[src/rtl/board_spi_rx_if.sv]
// SPI receive-side bundle: raw MCU pins in, committed highlight mask and status out.
interface board_spi_rx_if #(
  parameter int WIDTH = 64
);
  logic             sck;
  logic             sdi;
  logic             load;
  logic [WIDTH-1:0] mask;
  logic             mask_valid;
  logic             frame_err;
  logic             busy;

  modport master (
    output sck, sdi, load,
    input  mask, mask_valid, frame_err, busy
  );

  modport slave (
    input  sck, sdi, load,
    output mask, mask_valid, frame_err, busy
  );
endinterface

[src/rtl/board_spi_rx.sv]
// Oversampled SPI slave that commits a WIDTH-bit square-highlight mask atomically per exact-length frame.
// mask/mask_valid follow the raw load fall by SYNC_STAGES+2 clk; no backpressure, the MCU paces frames.
module board_spi_rx #(
  parameter int WIDTH       = 64,
  parameter int SYNC_STAGES = 2
) (
  input logic          clk,
  input logic          reset,
  board_spi_rx_if.slave bus
);
  localparam int CW = $clog2(WIDTH + 2);
  localparam logic [CW-1:0] CNT_FULL = CW'(WIDTH);
  localparam logic [CW-1:0] CNT_SAT  = CW'(WIDTH + 1);
  localparam logic [CW-1:0] SETTLE   = CW'(SYNC_STAGES + 1);

  typedef enum logic [1:0] {WAIT_LOW, IDLE, RECV} state_t;

  state_t state, state_nxt;

  logic [SYNC_STAGES-1:0] sck_sync, sdi_sync, load_sync;
  logic                   s_sck_d, s_load_d;
  logic                   s_sck, s_sdi, s_load;
  logic                   sck_rise, load_rise, load_fall;

  logic [WIDTH-1:0] shreg;
  logic [CW-1:0]    cnt;
  logic             done_ok, done_bad;
  logic [WIDTH-1:0] mask_q;
  logic             mask_valid_q, frame_err_q;

  logic settle_en, start, shift_en, fin_ok, fin_bad;

  always_ff @(posedge clk) begin
    if (!reset) begin
      sck_sync  <= '0;
      sdi_sync  <= '0;
      load_sync <= '0;
      s_sck_d   <= 1'b0;
      s_load_d  <= 1'b0;
    end else begin
      sck_sync  <= {sck_sync[SYNC_STAGES-2:0], bus.sck};
      sdi_sync  <= {sdi_sync[SYNC_STAGES-2:0], bus.sdi};
      load_sync <= {load_sync[SYNC_STAGES-2:0], bus.load};
      s_sck_d   <= s_sck;
      s_load_d  <= s_load;
    end
  end

  assign s_sck     = sck_sync[SYNC_STAGES-1];
  assign s_sdi     = sdi_sync[SYNC_STAGES-1];
  assign s_load    = load_sync[SYNC_STAGES-1];
  assign sck_rise  = s_sck & ~s_sck_d;
  assign load_rise = s_load & ~s_load_d;
  assign load_fall = ~s_load & s_load_d;

  always_ff @(posedge clk) begin
    if (!reset) state <= WAIT_LOW;
    else        state <= state_nxt;
  end

  // The synchronizers reset to 0, so WAIT_LOW must let them fill before trusting
  // s_load; otherwise a load held high through reset would look like a fresh rise.
  always_comb begin
    state_nxt = state;
    case (state)
      WAIT_LOW: if (cnt == SETTLE && !s_load && !s_load_d) state_nxt = IDLE;
      IDLE:     if (load_rise) state_nxt = RECV;
      RECV:     if (load_fall) state_nxt = IDLE;
      default:  state_nxt = WAIT_LOW;
    endcase
  end

  always_comb begin
    settle_en = (state == WAIT_LOW) && (cnt != SETTLE);
    start     = (state == IDLE) && load_rise;
    shift_en  = (state == RECV) && sck_rise && s_load;
    fin_ok    = (state == RECV) && load_fall && (cnt == CNT_FULL);
    fin_bad   = (state == RECV) && load_fall && (cnt != CNT_FULL);
  end

  // shreg is read one cycle after the frame closes; the earliest next start
  // clears it on that same edge, so the commit always sees the finished frame.
  always_ff @(posedge clk) begin
    if (!reset) begin
      shreg        <= '0;
      cnt          <= '0;
      done_ok      <= 1'b0;
      done_bad     <= 1'b0;
      mask_q       <= '0;
      mask_valid_q <= 1'b0;
      frame_err_q  <= 1'b0;
    end else begin
      done_ok      <= fin_ok;
      done_bad     <= fin_bad;
      mask_valid_q <= done_ok;
      frame_err_q  <= done_bad;
      if (done_ok) mask_q <= shreg;
      if (start) begin
        shreg <= '0;
        cnt   <= '0;
      end else if (shift_en) begin
        shreg <= {shreg[WIDTH-2:0], s_sdi};
        if (cnt != CNT_SAT) cnt <= cnt + CW'(1);
      end else if (settle_en) begin
        cnt <= cnt + CW'(1);
      end
    end
  end

  assign bus.mask       = mask_q;
  assign bus.mask_valid = mask_valid_q;
  assign bus.frame_err  = frame_err_q;
  assign bus.busy       = (state == RECV);
endmodule
[src/flat_wrapper.sv]
// flat-port wrapper written by rule: the top's interface ports become plain ports
module board_spi_rx_flat 
#(
  parameter int WIDTH       = 64,
  parameter int SYNC_STAGES = 2
)
  (clk, reset, bus_sck, bus_sdi, bus_load, bus_mask, bus_mask_valid, bus_frame_err, bus_busy);
  board_spi_rx_if #(.WIDTH(WIDTH)) bus_i ();
  input logic clk;
  input logic reset;
  input wire logic [$bits(bus_i.sck)-1:0] bus_sck;
  input wire logic [$bits(bus_i.sdi)-1:0] bus_sdi;
  input wire logic [$bits(bus_i.load)-1:0] bus_load;
  output wire logic [$bits(bus_i.mask)-1:0] bus_mask;
  output wire logic [$bits(bus_i.mask_valid)-1:0] bus_mask_valid;
  output wire logic [$bits(bus_i.frame_err)-1:0] bus_frame_err;
  output wire logic [$bits(bus_i.busy)-1:0] bus_busy;
  assign bus_i.sck = bus_sck;
  assign bus_i.sdi = bus_sdi;
  assign bus_i.load = bus_load;
  assign bus_mask = bus_i.mask;
  assign bus_mask_valid = bus_i.mask_valid;
  assign bus_frame_err = bus_i.frame_err;
  assign bus_busy = bus_i.busy;
  board_spi_rx #(.WIDTH(WIDTH), .SYNC_STAGES(SYNC_STAGES)) u_core (.clk(clk), .reset(reset), .bus(bus_i));
endmodule
[config.mk]
export PLATFORM = sky130hd
export DESIGN_NAME = board_spi_rx_flat
export DESIGN_NICKNAME = d
export VERILOG_FILES = /design/src/rtl/board_spi_rx_if.sv /design/src/rtl/board_spi_rx.sv /design/src/flat_wrapper.sv
export SDC_FILE = /design/constraint.sdc
export NUM_CORES = 1
export LEC_CHECK = 0
export CORE_UTILIZATION = 49
export DETAILED_ROUTE_END_ITERATION = 16
export GPL_TIMING_DRIVEN = 1
export PLACE_DENSITY = 0.81
export SLEW_MARGIN = 30
export SYNTH_ARGS = -nofsm -noshare
export SYNTH_HDL_FRONTEND = slang
export SYNTH_SLANG_ARGS = --single-unit
[constraint.sdc]
create_clock -name clk -period 2.3 [get_ports clk]
set_input_delay 0.23 -clock clk [delete_from_list [all_inputs] [get_ports clk]]
set_output_delay 0.23 -clock clk [all_outputs]
set_load 0.02 [all_outputs]
# Word level (Yosys, flattened, before mapping)
# Index checks and enable logic that the tools add are counted.
# op_classes
n_addsub,1
reduce_logical,16
n_shift,0
n_lt_le_gt_ge,0
muxes,7
div_mod_pow,0
n_mul,0
n_bitwise,7
n_eq_ne,11
# op_table
op,count
2-to-1 mux 7 bit,3
"inequality test 7 bit, second input constant",2
logical AND 1 bit,9
"adder 7 x 1 -> 7 bit, second input constant",1
"== test 7 x 2 -> 1 bit, second input constant",1
"== test 7 bit, second input constant",1
"inequality test 7 x 2 -> 1 bit, second input constant",1
2-to-1 mux 2 bit,3
"inequality test 2 x 1 -> 1 bit, second input constant",3
case mux 2 bit (3 select lines),1
NOT 1 bit,4
AND 1 bit,3
AND reduction 3 bit,1
"== test 2 x 1 -> 1 bit, second input constant",1
"== test 2 bit, second input constant",1
logical NOT 1 bit,2
logical NOT 2 bit,1
"inequality test 2 bit, second input constant",1
AND reduction 2 bit,1
nonzero test 2 bit,1
OR reduction 2 bit,1
# totals
rom_bits,0
word_cells,55
ram_bits,0
n_memories,0
input_bits,5
latchBits,0
out_inout_bits,67
reg_bits,149

# Logic depth before layout (Yosys ltp)
# Gate-level depths: netlist (run 1).
# logic_depth
ltp_word,6
ltp_mapped,7
depth_no_buf,6

# Worst setup path before layout (run 1)
# OpenSTA, ideal clock, no wires.
# synth_timing
path_type,reg2reg
from,register u_core.cnt[0]
to,register u_core.cnt[3]
arrival_time_ps,1580
stages_incl_launch_ff,8
slack_ps,650
cell_sequence,dfxtp_1 -> ha_1 -> inv_1 -> nor3b_2 -> o32a_4 -> buf_6 -> or3_1 -> a21oi_1
# synth_via
elab_chain_cells,4
# synth_lines
item,line,rtl
from (decl),board_spi_rx.sv:26,logic [CW-1:0] cnt;
from (signal assigned),board_spi_rx.sv:103,if (cnt != CNT_SAT) cnt <= cnt + CW'(1);
from (signal assigned),board_spi_rx.sv:105,cnt <= cnt + CW'(1);
branches (longest 4 deep; another with adder 7 x 1 -> 7 bit),-,
# Several ways; the timed one is not identified. The select of a mux whose other input is x is not followed.
# A chain may end at the register's enable or synchronous reset.

# Worst setup path in the final report (run 1)
# layout_timing
from,register u_core.state[1]
to,output port bus_busy
# layout_via
elab_chain_cells,1
# layout_lines
item,line,rtl
from (decl),board_spi_rx.sv:18,"state_t state, state_nxt;"
from (signal assigned),board_spi_rx.sv:58,else state <= state_nxt;
== test 2 bit,board_spi_rx.sv:113,assign bus.busy = (state == RECV);
to (decl),flat_wrapper.sv:17,output wire logic [$bits(bus_i.busy)-1:0] bus_busy;
# Every way passes these cells.

==> summary.txt, run 1 <==
Power and ir drop
  – Power Density: 820.4 nW/um2
  – Sw power: 1.173 mW
  – Clock power frac: 49.0%
  – Register share of total power: 47.3%
  – Internal: 4.421 mW
  – Leak Pwr: 2.192 nW
  – Sw Ratio: 20.97%
  – Worst vdd ir: 0.0007153 V
  – Combinational fraction of design power: 3.8%

Detailed routing
  – Drt drc: 0
  – DRT iter0 DRCs: 152
  – Antenna Nets Post-Route: 0
  – Vias: 3885
  – DR WL/cell: 12.70 um
  – Post-Route WL: 9971 um
  – Pre-antenna DRT Iters: 4
  – Via density: 4.949

Logic synthesis
  – Fraction of registers with async set/reset: 0%
  – Post-synthesis cell area: 5414 um2
  – Mapped Nets: 580
  – Post-synthesis simple-gate area fraction: 21.40%
  – Adder-cell share of the synthesized area: 0.6933%
  – Post-synth top flop: dfxtp_1
  – Sequential cell area fraction in the yosys report: 55.10%
  – EDFF count, synth: 0
  – Largest family of logic cells by synthesized area: simple AND/OR/NAND/NOR gates
  – Synth Area in Compound Gates: 7.534%
  – Synth Area in XOR/XNOR: 0.1618%
  – #FFs+latches synth: 149
  – Synth Area per Inst: 9.465 um2
  – Syn Inst Count: 572
  – Synth warn: 0
  – Mux cell area share after synthesis: 11.83%
  – Netlist cell types: 30

Clocking
  – Clock-pin slew on the worst setup and hold paths: 0.06 ns
  – # H-tree levels: 4
  – Post-CTS Setup Bufs: 0
  – Worst-case clock buffer depth: 2
  – Hold_buf cts: 0
  – CTS root buffer: clkbuf_8
  – CTS Sinks: 149
  – Clock Latency Late Sink: 0.53 ns
  – Cts repair resizes: 0
  – TritonCTS buffer count: 17
  – CTS tree: yes

Final layout
  – Layout fillers: 869
  – Most common cell after layout, fill and taps aside: dfxtp_1
  – Multi-input logic area: 2263 um2
  – Register Area: 2987 um2
  – Layout Area Growth over Synthesis: 25.95%
  – Antenna fix cells: 0
  – Most frequent cells in the layout: dfxtp_1, nand2_1, clkdlybuf4s50_1, a21oi_1, nor2b_1
  – Total Nets Final: 640
  – Share of layout cells above drive strength 1: 6.822%

Timing
  – Minimum clock period: 1.988 ns
  – Max Freq: 503.1 MHz
  – Least-Margin Pin Slew: 0.6245 ns
  – Setup TNS: 0 ns
  – Relative slew slack: 58.36%
  – Period Utilization, post-route: 86.43%
  – Final hold slack: 0.1425 ns
  – Worst clock skew: 0.01201 ns
  – Slew Viols, Final: 0
  – RSZ-0062 raised after global routing: false
  – Final setup fails: 0
  – Final Hold Vio Count: 0

Floorplanning
  – Die area: 11470 um2
  – Initial Util: 50.16%
  – FP Rows: 38
  – I/O Pins: 72
  – Die Y: 107.1 um
  – Die width: 107.1 um
  – Core Box Area: 10790 um2

Job
  – Max Cap Viol: 0

Placed design
  – GP Congestion: 0.7173
  – Port bufs: 71
  – Hpwl dp: 6255 um

Run status
  – Status: finished clean

Worst hold path
  – Hold Path Class: in2reg
  – Hold path cells: 3

GRT
  – Total track usage: 18.91%
  – Antenna violations before repair: 0
  – First-pass GRT wire length: 17020 um
  – Largest net degree at the start of global routing: 65
  – Number of global-route vias before repair: 3695
  – GRT overflow: 0

Worst setup path
  – Crit path DAT: 1.76 ns
  – CP Launch Type: flop
  – CP max FO: 5
  – CP endpoint kind: output port
  – WS Path Type: reg2out
  – Critical Path RT: 2.07 ns
  – R2r worst-path depth: 5
[power groups by stage]
stage               sequential, mW  combinational [mW]  clock [mW]
detailed placement            2.70               0.211           0
CTS                           2.64               0.213        2.79
global placement              2.69               0.200           0
finish                        2.64               0.211        2.74
floorplan                     2.69               0.181           0
global route                  2.65               0.238        2.91
[area by class of cell]
class | count | share of cell area [%]
clock buffers | 21 | 6.587
flip-flops and latches | 149 | 43.80
clock inverters | 11 | 2.202
repair buffers | 78 | 11.49
well taps | 140 | 2.569
inverters | 3 | 0.1651
multi-input cells | 383 | 33.19
[logic make-up (layout without fill, tap and decap cells)]
family	after synthesis	in the layout
compound gates	76	76
fa+ha+maj	3	3
simple gates	239	239
flops	149	149
xor+xnor	1	1
mux	64	64
buf+inv	40	113
[layer usage]
metal | GRT usage [%] | part of all wire [%] | vias to the layer above
li1 | - | - | 1997
met1 | 23.19 | 47 | 1782
met2 | 30.65 | 47 | 93
met3 | 6.079 | 5.0 | 13
met4 | 7.632 | 1.1 | 0
met5 | 0 | 0 | -
[cells in the mapped netlist, drive strengths merged, types with 3 or more instances]
master / number / area (um2)
and2: 11 / 68.82
buf: 22 / 110.1
nor3b: 3 / 27.52
clkbuf: 15 / 56.30
ha: 3 / 37.54
a21oi: 68 / 340.3
nand3: 3 / 15.01
or4: 3 / 22.52
nand2: 134 / 503.0
nor2b: 66 / 412.9
dfxtp: 149 / 2983
nand2b: 4 / 25.02
inv: 3 / 11.26
nor2: 6 / 22.52
mux2i: 64 / 640.6
o21ai: 3 / 15.01
[per-stage QoR]
stage	util, %	cell area (um2)	total power [mW]	setup WS, ns	cells
after floorplan	-	5414	2.872	0.6495	572
after detailed placement	57.63	6220	2.911	0.5445	753
after global placement	57.63	6220	2.893	0.5883	753
after global routing	63.18	6819	5.794	0.2326	785
final	63.18	6819	5.594	0.3121	785
after CTS	63.18	6819	5.644	0.2973	785
[final timing paths]
check	slack, ns	from	endpoint
max	0.31	u_core.state[1]	bus_busy
min	0.14	reset	u_core.done_ok
max reg2reg	0.52	u_core.load_sync[1]	u_core.shreg[19]
min reg2reg	0.43	u_core.sck_sync[0]	u_core.sck_sync[1]
[flip-flops by register name, summed over array words and instances (netlist names), 2 cells and up]
| signal | flops |
|---|---|
| u_core.sdi_sync | 2 |
| u_core.shreg | 64 |
| u_core.state | 2 |
| u_core.bus.mask | 64 |
| u_core.load_sync | 2 |
| u_core.cnt | 7 |
| u_core.sck_sync | 2 |
[critical path, stage by stage, from the launching register on]
cell and delay [ns]:
dfxtp_1 0.40, and2b_2 0.22, clkdlybuf4s50_1 0.62
No activity file was read; power rests on OpenSTA's default activity.
==> run 2, diff against run 1 <==
clock period = 2.2 ns   (was 2.3 ns; I/O delays follow)
==> summary.txt, run 2 (synthesis results as in run 1) <==
Detailed routing
  – DRT iter0 DRCs: 181 (+19%)
  – Antenna Nets Post-Route: 0 (unchanged)
  – Vias: 3965 (+2.1%)
  – Post-Route WL: 10360 um (+3.9%)
  – Drt drc: 0 (unchanged)
  – DR WL/cell: 13.18 um (+3.8%)
  – Pre-antenna DRT Iters: 8 (+4)
  – Via density: 5.045 (+1.9%)

Final layout
  – Layout fillers: 874 (+0.58%)
  – Share of layout cells above drive strength 1: 7.276% (+0.45 points)
  – Multi-input logic area: 2263 um2 (unchanged)
  – Total Nets Final: 641 (+0.16%)
  – Layout Area Growth over Synthesis: 25.47%
  – Most common cell after layout, fill and taps aside: dfxtp_1
  – Antenna fix cells: 0 (unchanged)
  – Register Area: 2987 um2 (unchanged)
  – Most frequent cells in the layout: dfxtp_1, nand2_1, clkdlybuf4s50_1, a21oi_1, nor2b_1

Clocking
  – Clock Latency Late Sink: 0.53 ns (about the same)
  – Clock-pin slew on the worst setup and hold paths: 0.06 ns (about the same)
  – TritonCTS buffer count: 17 (unchanged)
  – Post-CTS Setup Bufs: 0 (unchanged)
  – # H-tree levels: 4 (unchanged)
  – Hold_buf cts: 0 (unchanged)
  – CTS root buffer: clkbuf_8
  – CTS tree: yes
  – CTS Sinks: 149 (unchanged)
  – Worst-case clock buffer depth: 2 (unchanged)
  – Cts repair resizes: 0 (unchanged)

Floorplanning
  – Die area: 11470 um2 (unchanged)
  – FP Rows: 38 (unchanged)
  – Core Box Area: 10790 um2 (unchanged)
  – I/O Pins: 72 (unchanged)
  – Initial Util: 50.16% (unchanged)
  – Die Y: 107.1 um (unchanged)
  – Die width: 107.1 um (unchanged)

Timing
  – Least-Margin Pin Slew: 0.6238 ns (-0.0007865 ns)
  – Slew Viols, Final: 0 (unchanged)
  – Final setup fails: 0 (unchanged)
  – Setup TNS: 0 ns (unchanged)
  – Final hold slack: 0.2992 ns (+0.1566 ns)
  – Relative slew slack: 58.42% (about the same)
  – RSZ-0062 raised after global routing: false
  – Worst clock skew: 0.02491 ns (+0.01290 ns)
  – Period Utilization, post-route: 91.02%
  – Final Hold Vio Count: 0 (unchanged)
  – Minimum clock period: 2.003 ns
  – Max Freq: 499.4 MHz

Job
  – Max Cap Viol: 0 (unchanged)

Placed design
  – Hpwl dp: 6475 um (+3.5%)
  – GP Congestion: 0.7361 (+2.6%)
  – Port bufs: 71 (unchanged)

Power and ir drop
  – Power Density: 834.1 nW/um2 (+1.7%)
  – Leak Pwr: 2.173 nW (-0.85%)
  – Worst vdd ir: 0.0005212 V (-27%)

GRT
  – Antenna violations before repair: 0 (unchanged)
  – First-pass GRT wire length: 17670 um (+3.8%)
  – Met2 Use GR: 32.81% (+2.2 points)
  – Total track usage: 19.59% (+0.68 points)
  – Met1 Use GR: 23.45% (+0.26 points)
  – Most Used Layer, Global Route: met2
  – GRT overflow: 0 (unchanged)
  – Met3 Track Usage GR: 6.687% (+0.61 points)
  – Number of global-route vias before repair: 3865 (+4.6%)
  – Largest net degree at the start of global routing: 80 (+23%)

Worst setup path
  – CP Launch Point: u_core.state[1]
  – Worst Setup EP: bus_busy
  – Worst R2R Setup Slack: 0.36 ns (-0.16 ns)
  – R2r worst-path depth: 5 (unchanged)
  – RR Endpoint: u_core.shreg[0]
  – CP endpoint kind: output port
  – Critical Path RT: 1.98 ns (-0.09 ns)
  – Launching point of the worst reg2reg path: u_core.load_sync[1]
  – CP Launch Type: flop
  – Crit path DAT: 1.78 ns (+0.02 ns)
  – CP max FO: 5 (unchanged)
  – WS Path Type: reg2out

Run status
  – Status: finished clean

Worst hold path
  – Hold Path Class: in2reg
## run 2: cell types whose count changed in the layout (fill, tap and decap cells not counted)
cell / change
inv_4: -1
bufinv_16: -2
clkbuf_1: -2
clkinvlp_4: +3
buf_12: +1
clkinv_4: -2
clkinv_2: +2
clkbuf_8: -1
inv_6: +3
## run 2: how the worst min path moves through the flow
| stage | start | end | slack (ns) | depth (start not counted) |
|---|---|---|---|---|
| global route | bus_load | u_core.load_sync[0] | 0.27 | 2 |
| finish | bus_load | u_core.load_sync[0] | 0.30 | 2 |
| CTS | bus_load | u_core.load_sync[0] | 0.27 | 2 |
| floorplan | bus_load | u_core.load_sync[0] | 0.35 | 1 |
| detailed placement | u_core.sck_sync[0] | u_core.sck_sync[1] | 0.42 | 1 |
| global placement | u_core.done_bad | u_core.bus.frame_err | 0.42 | 1 |
## run 2: per-stage QoR
step	power [mW]	instance area [um2]	worst slack, ns	utilization (%)	instances
finish	5.666	6793	0.1975	62.94	786
global route	5.877	6793	0.1119	62.94	786
CTS	5.731	6793	0.1892	62.94	786
detailed placement	3.053	6240	0.4187	57.81	754
global placement	3.031	6240	0.5148	57.81	754
floorplan	3.002	5414	0.5495	-	572
## run 2: per-layer routing
layer	vias up	share of wire, %
met4	0	0.53
li1	2000	-
met2	116	48
met3	10	5.4
met5	-	0
met1	1839	46
## run 2: critical path, stage by stage (launching register included)
cell and delay (ns):
dfxtp_1 0.41, and2b_2 0.22, clkdlybuf4s50_1 0.64
## run 2: area by class of cell
cell class | instances | share of cell area [%]
timing repair buffer | 79 | 11.83
inverter | 3 | 0.1658
clock buffer | 18 | 6.300
clock inverter | 14 | 1.842
tap | 140 | 2.579
multi-input combinational | 383 | 33.32
sequential | 149 | 43.97
## run 2: where the power goes
part,internal [mW],switching [mW],leakage [nW],total (mW)
clock,1.53,1.13,0.268,2.67
sequential,2.73,0.0371,1.20,2.76
combinational,0.106,0.127,0.703,0.233
==> run 3, diff against run 2 <==
SETUP_SLACK_MARGIN = 0.5   (was default)
==> summary.txt, run 3 (synthesis results as in run 1) <==
Run status
  – Status: finished clean

Final layout
  – Most common cell after layout, fill and taps aside: dfxtp_1
  – Layout Area Growth over Synthesis: 27.02%
  – Register Area: 2997 um2 (+0.34%)
  – Most frequent cells in the layout: dfxtp_1, nand2_1, a21oi_1, nor2b_1, mux2i_1
  – Share of layout cells above drive strength 1: 9.370% (+2.1 points)
  – Post-Route Utilization: 63.71% (+0.78 points)
  – Antenna fix cells: 0 (unchanged)
  – Finished Layout Cells: 791 (+0.64%)
  – Multi-input logic area: 2308 um2 (+2.0%)
  – Total Nets Final: 646 (+0.78%)
  – Design Area, Final: 6877 um2 (+1.2%)
  – Layout fillers: 847 (-3.1%)

Power and ir drop
  – Power Density: 830.3 nW/um2 (-0.46%)
  – Worst vdd ir: 0.0005393 V (+3.5%)
  – Total power draw: 5.709 mW (+0.77%)
  – Leak Pwr: 2.840 nW (+31%)

Floorplanning
  – Die Y: 107.1 um (unchanged)
  – Die width: 107.1 um (unchanged)
  – Die area: 11470 um2 (unchanged)
  – I/O Pins: 72 (unchanged)
  – Initial Util: 50.16% (unchanged)
  – FP Rows: 38 (unchanged)
  – Core Box Area: 10790 um2 (unchanged)

GRT
  – Total track usage: 19.73% (+0.14 points)
  – Antenna violations before repair: 0 (unchanged)
  – GRT overflow: 0 (unchanged)
  – First-pass GRT wire length: 17800 um (+0.71%)
  – Number of global-route vias before repair: 3888 (+0.60%)
  – Largest net degree at the start of global routing: 80 (unchanged)

Timing
  – Least-Margin Pin Slew: 0.6188 ns (-0.004911 ns)
  – Slew Viols, Final: 0 (unchanged)
  – Final Hold Vio Count: 0 (unchanged)
  – RSZ-0062 raised after global routing: false
  – Relative slew slack: 58.74% (+0.33 points)
  – Max Freq: 597.1 MHz (+20%)
  – Setup TNS: 0 ns (unchanged)
  – Period Utilization, post-route: 76.13% (-15 points)
  – Worst clock skew: 0.02056 ns (-0.004348 ns)
  – Final setup fails: 0 (unchanged)
  – Minimum clock period: 1.675 ns (-0.3277 ns)

Clocking
  – CTS Sinks: 149 (unchanged)
  – # H-tree levels: 4 (unchanged)
  – Worst-case clock buffer depth: 2 (unchanged)
  – CTS tree: yes
  – Clock-pin slew on the worst setup and hold paths: 0.06 ns (about the same)
  – TritonCTS buffer count: 17 (unchanged)
  – Clock Latency Late Sink: 0.52 ns (about the same)
  – CTS root buffer: clkbuf_8

Placed design
  – GP Congestion: 0.7361 (unchanged)
  – Port bufs: 71 (unchanged)
  – Hpwl dp: 6475 um (unchanged)
  – Placed insts: 754 (unchanged)
  – Placed cell areas: 6240 um2 (unchanged)

Detailed routing
  – Drt drc: 0 (unchanged)
  – Via density: 5.130 (+1.7%)
  – DRT iter0 DRCs: 240 (+33%)
  – DR WL/cell: 13.62 um (+3.3%)
  – Vias: 4058 (+2.3%)
  – Pre-antenna DRT Iters: 7 (-1)
  – Post-Route WL: 10780 um (+4.0%)
  – Antenna Nets Post-Route: 0 (unchanged)

Worst setup path
  – WS Path Type: reg2reg
  – CP Launch Type: flop
  – CP max FO: 7 (+2)
  – Critical Path RT: 2.66 ns (+0.68 ns)
  – CP endpoint kind: flop
  – Crit path DAT: 2.14 ns (+0.36 ns)

Worst hold path
  – Hold Path Class: in2reg

Job
  – Max Cap Viol: 0 (unchanged)
run 3: cell types whose count changed in the layout (fill, tap and decap cells not counted), moves of 2 or more:
cell,change
clkdlybuf4s50_1,-66
dlygate4sd2_1,+42
dlymetal6s2s_1,+23
dfxtp_1,-4
buf_4,+2
dfxtp_2,+2
dfxtp_4,+2
run 3: final timing paths:
path	startpoint	endpoint	slack, ns	cells past startpoint
worst min register to register	u_core.sck_sync[0]	u_core.sck_sync[1]	0.42	1
worst min-delay path	reset	u_core.shreg[40]	0.15	3
worst max-delay path	u_core.state[0]	u_core.cnt[5]	0.53	5
worst max register to register	u_core.state[0]	u_core.cnt[5]	0.53	5
run 3: cell type report:
type / instances / area share, %
Inverter: 3 / 0.1638
Multi-Input combinational cell: 385 / 33.57
Clock buffer: 18 / 6.223
Clock inverter: 14 / 1.820
Tap cell: 140 / 2.547
Timing Repair Buffer: 82 / 12.10
Sequential cell: 149 / 43.58
run 3: repair_timing:
| action | in CTS | in global routing |
|---|---|---|
| buffers inserted | 0 | 3 |
| gates cloned | 0 | 2 |
| endpoints found under the hold margin | 0 | 0 |
| hold buffers | 0 | 0 |
| pin swaps | 0 | 5 |
| resized for setup | 48 | 35 |
| endpoints found under the setup margin | 108 | 91 |
run 3: per-layer routing:
metal	routed length [um]	share of wire (%)	global-route usage (%)
met2	5273	49	33.00
met4	88	0.82	7.143
met1	4812	45	23.34
met3	601	5.6	6.869
met5	0	0	0
run 3: worst max-delay path, cell delays in order (launching register included):
cell	delay, ns
dfxtp_4	0.36
and2b_2	0.25
nand4b_1	0.19
o32a_4	0.29
or4_1	0.46
nand2_1	0.07
run 3: through the flow:
stage	hold WS, ns	setup WS (ns)
after floorplan	0.3473	0.5495
after global placement	0.4191	0.5148
after detailed placement	0.4227	0.4187
after CTS	0.1519	0.4357
after global routing	0.1450	0.4825
final	0.1527	0.5252
run 3: power breakdown:
part | internal (mW) | leakage, nW | switching [mW]
logic | 0.127 | 1.37 | 0.143
clock network | 1.53 | 0.268 | 1.13
registers | 2.73 | 1.20 | 0.0385
total | 4.39 | 2.84 | 1.32
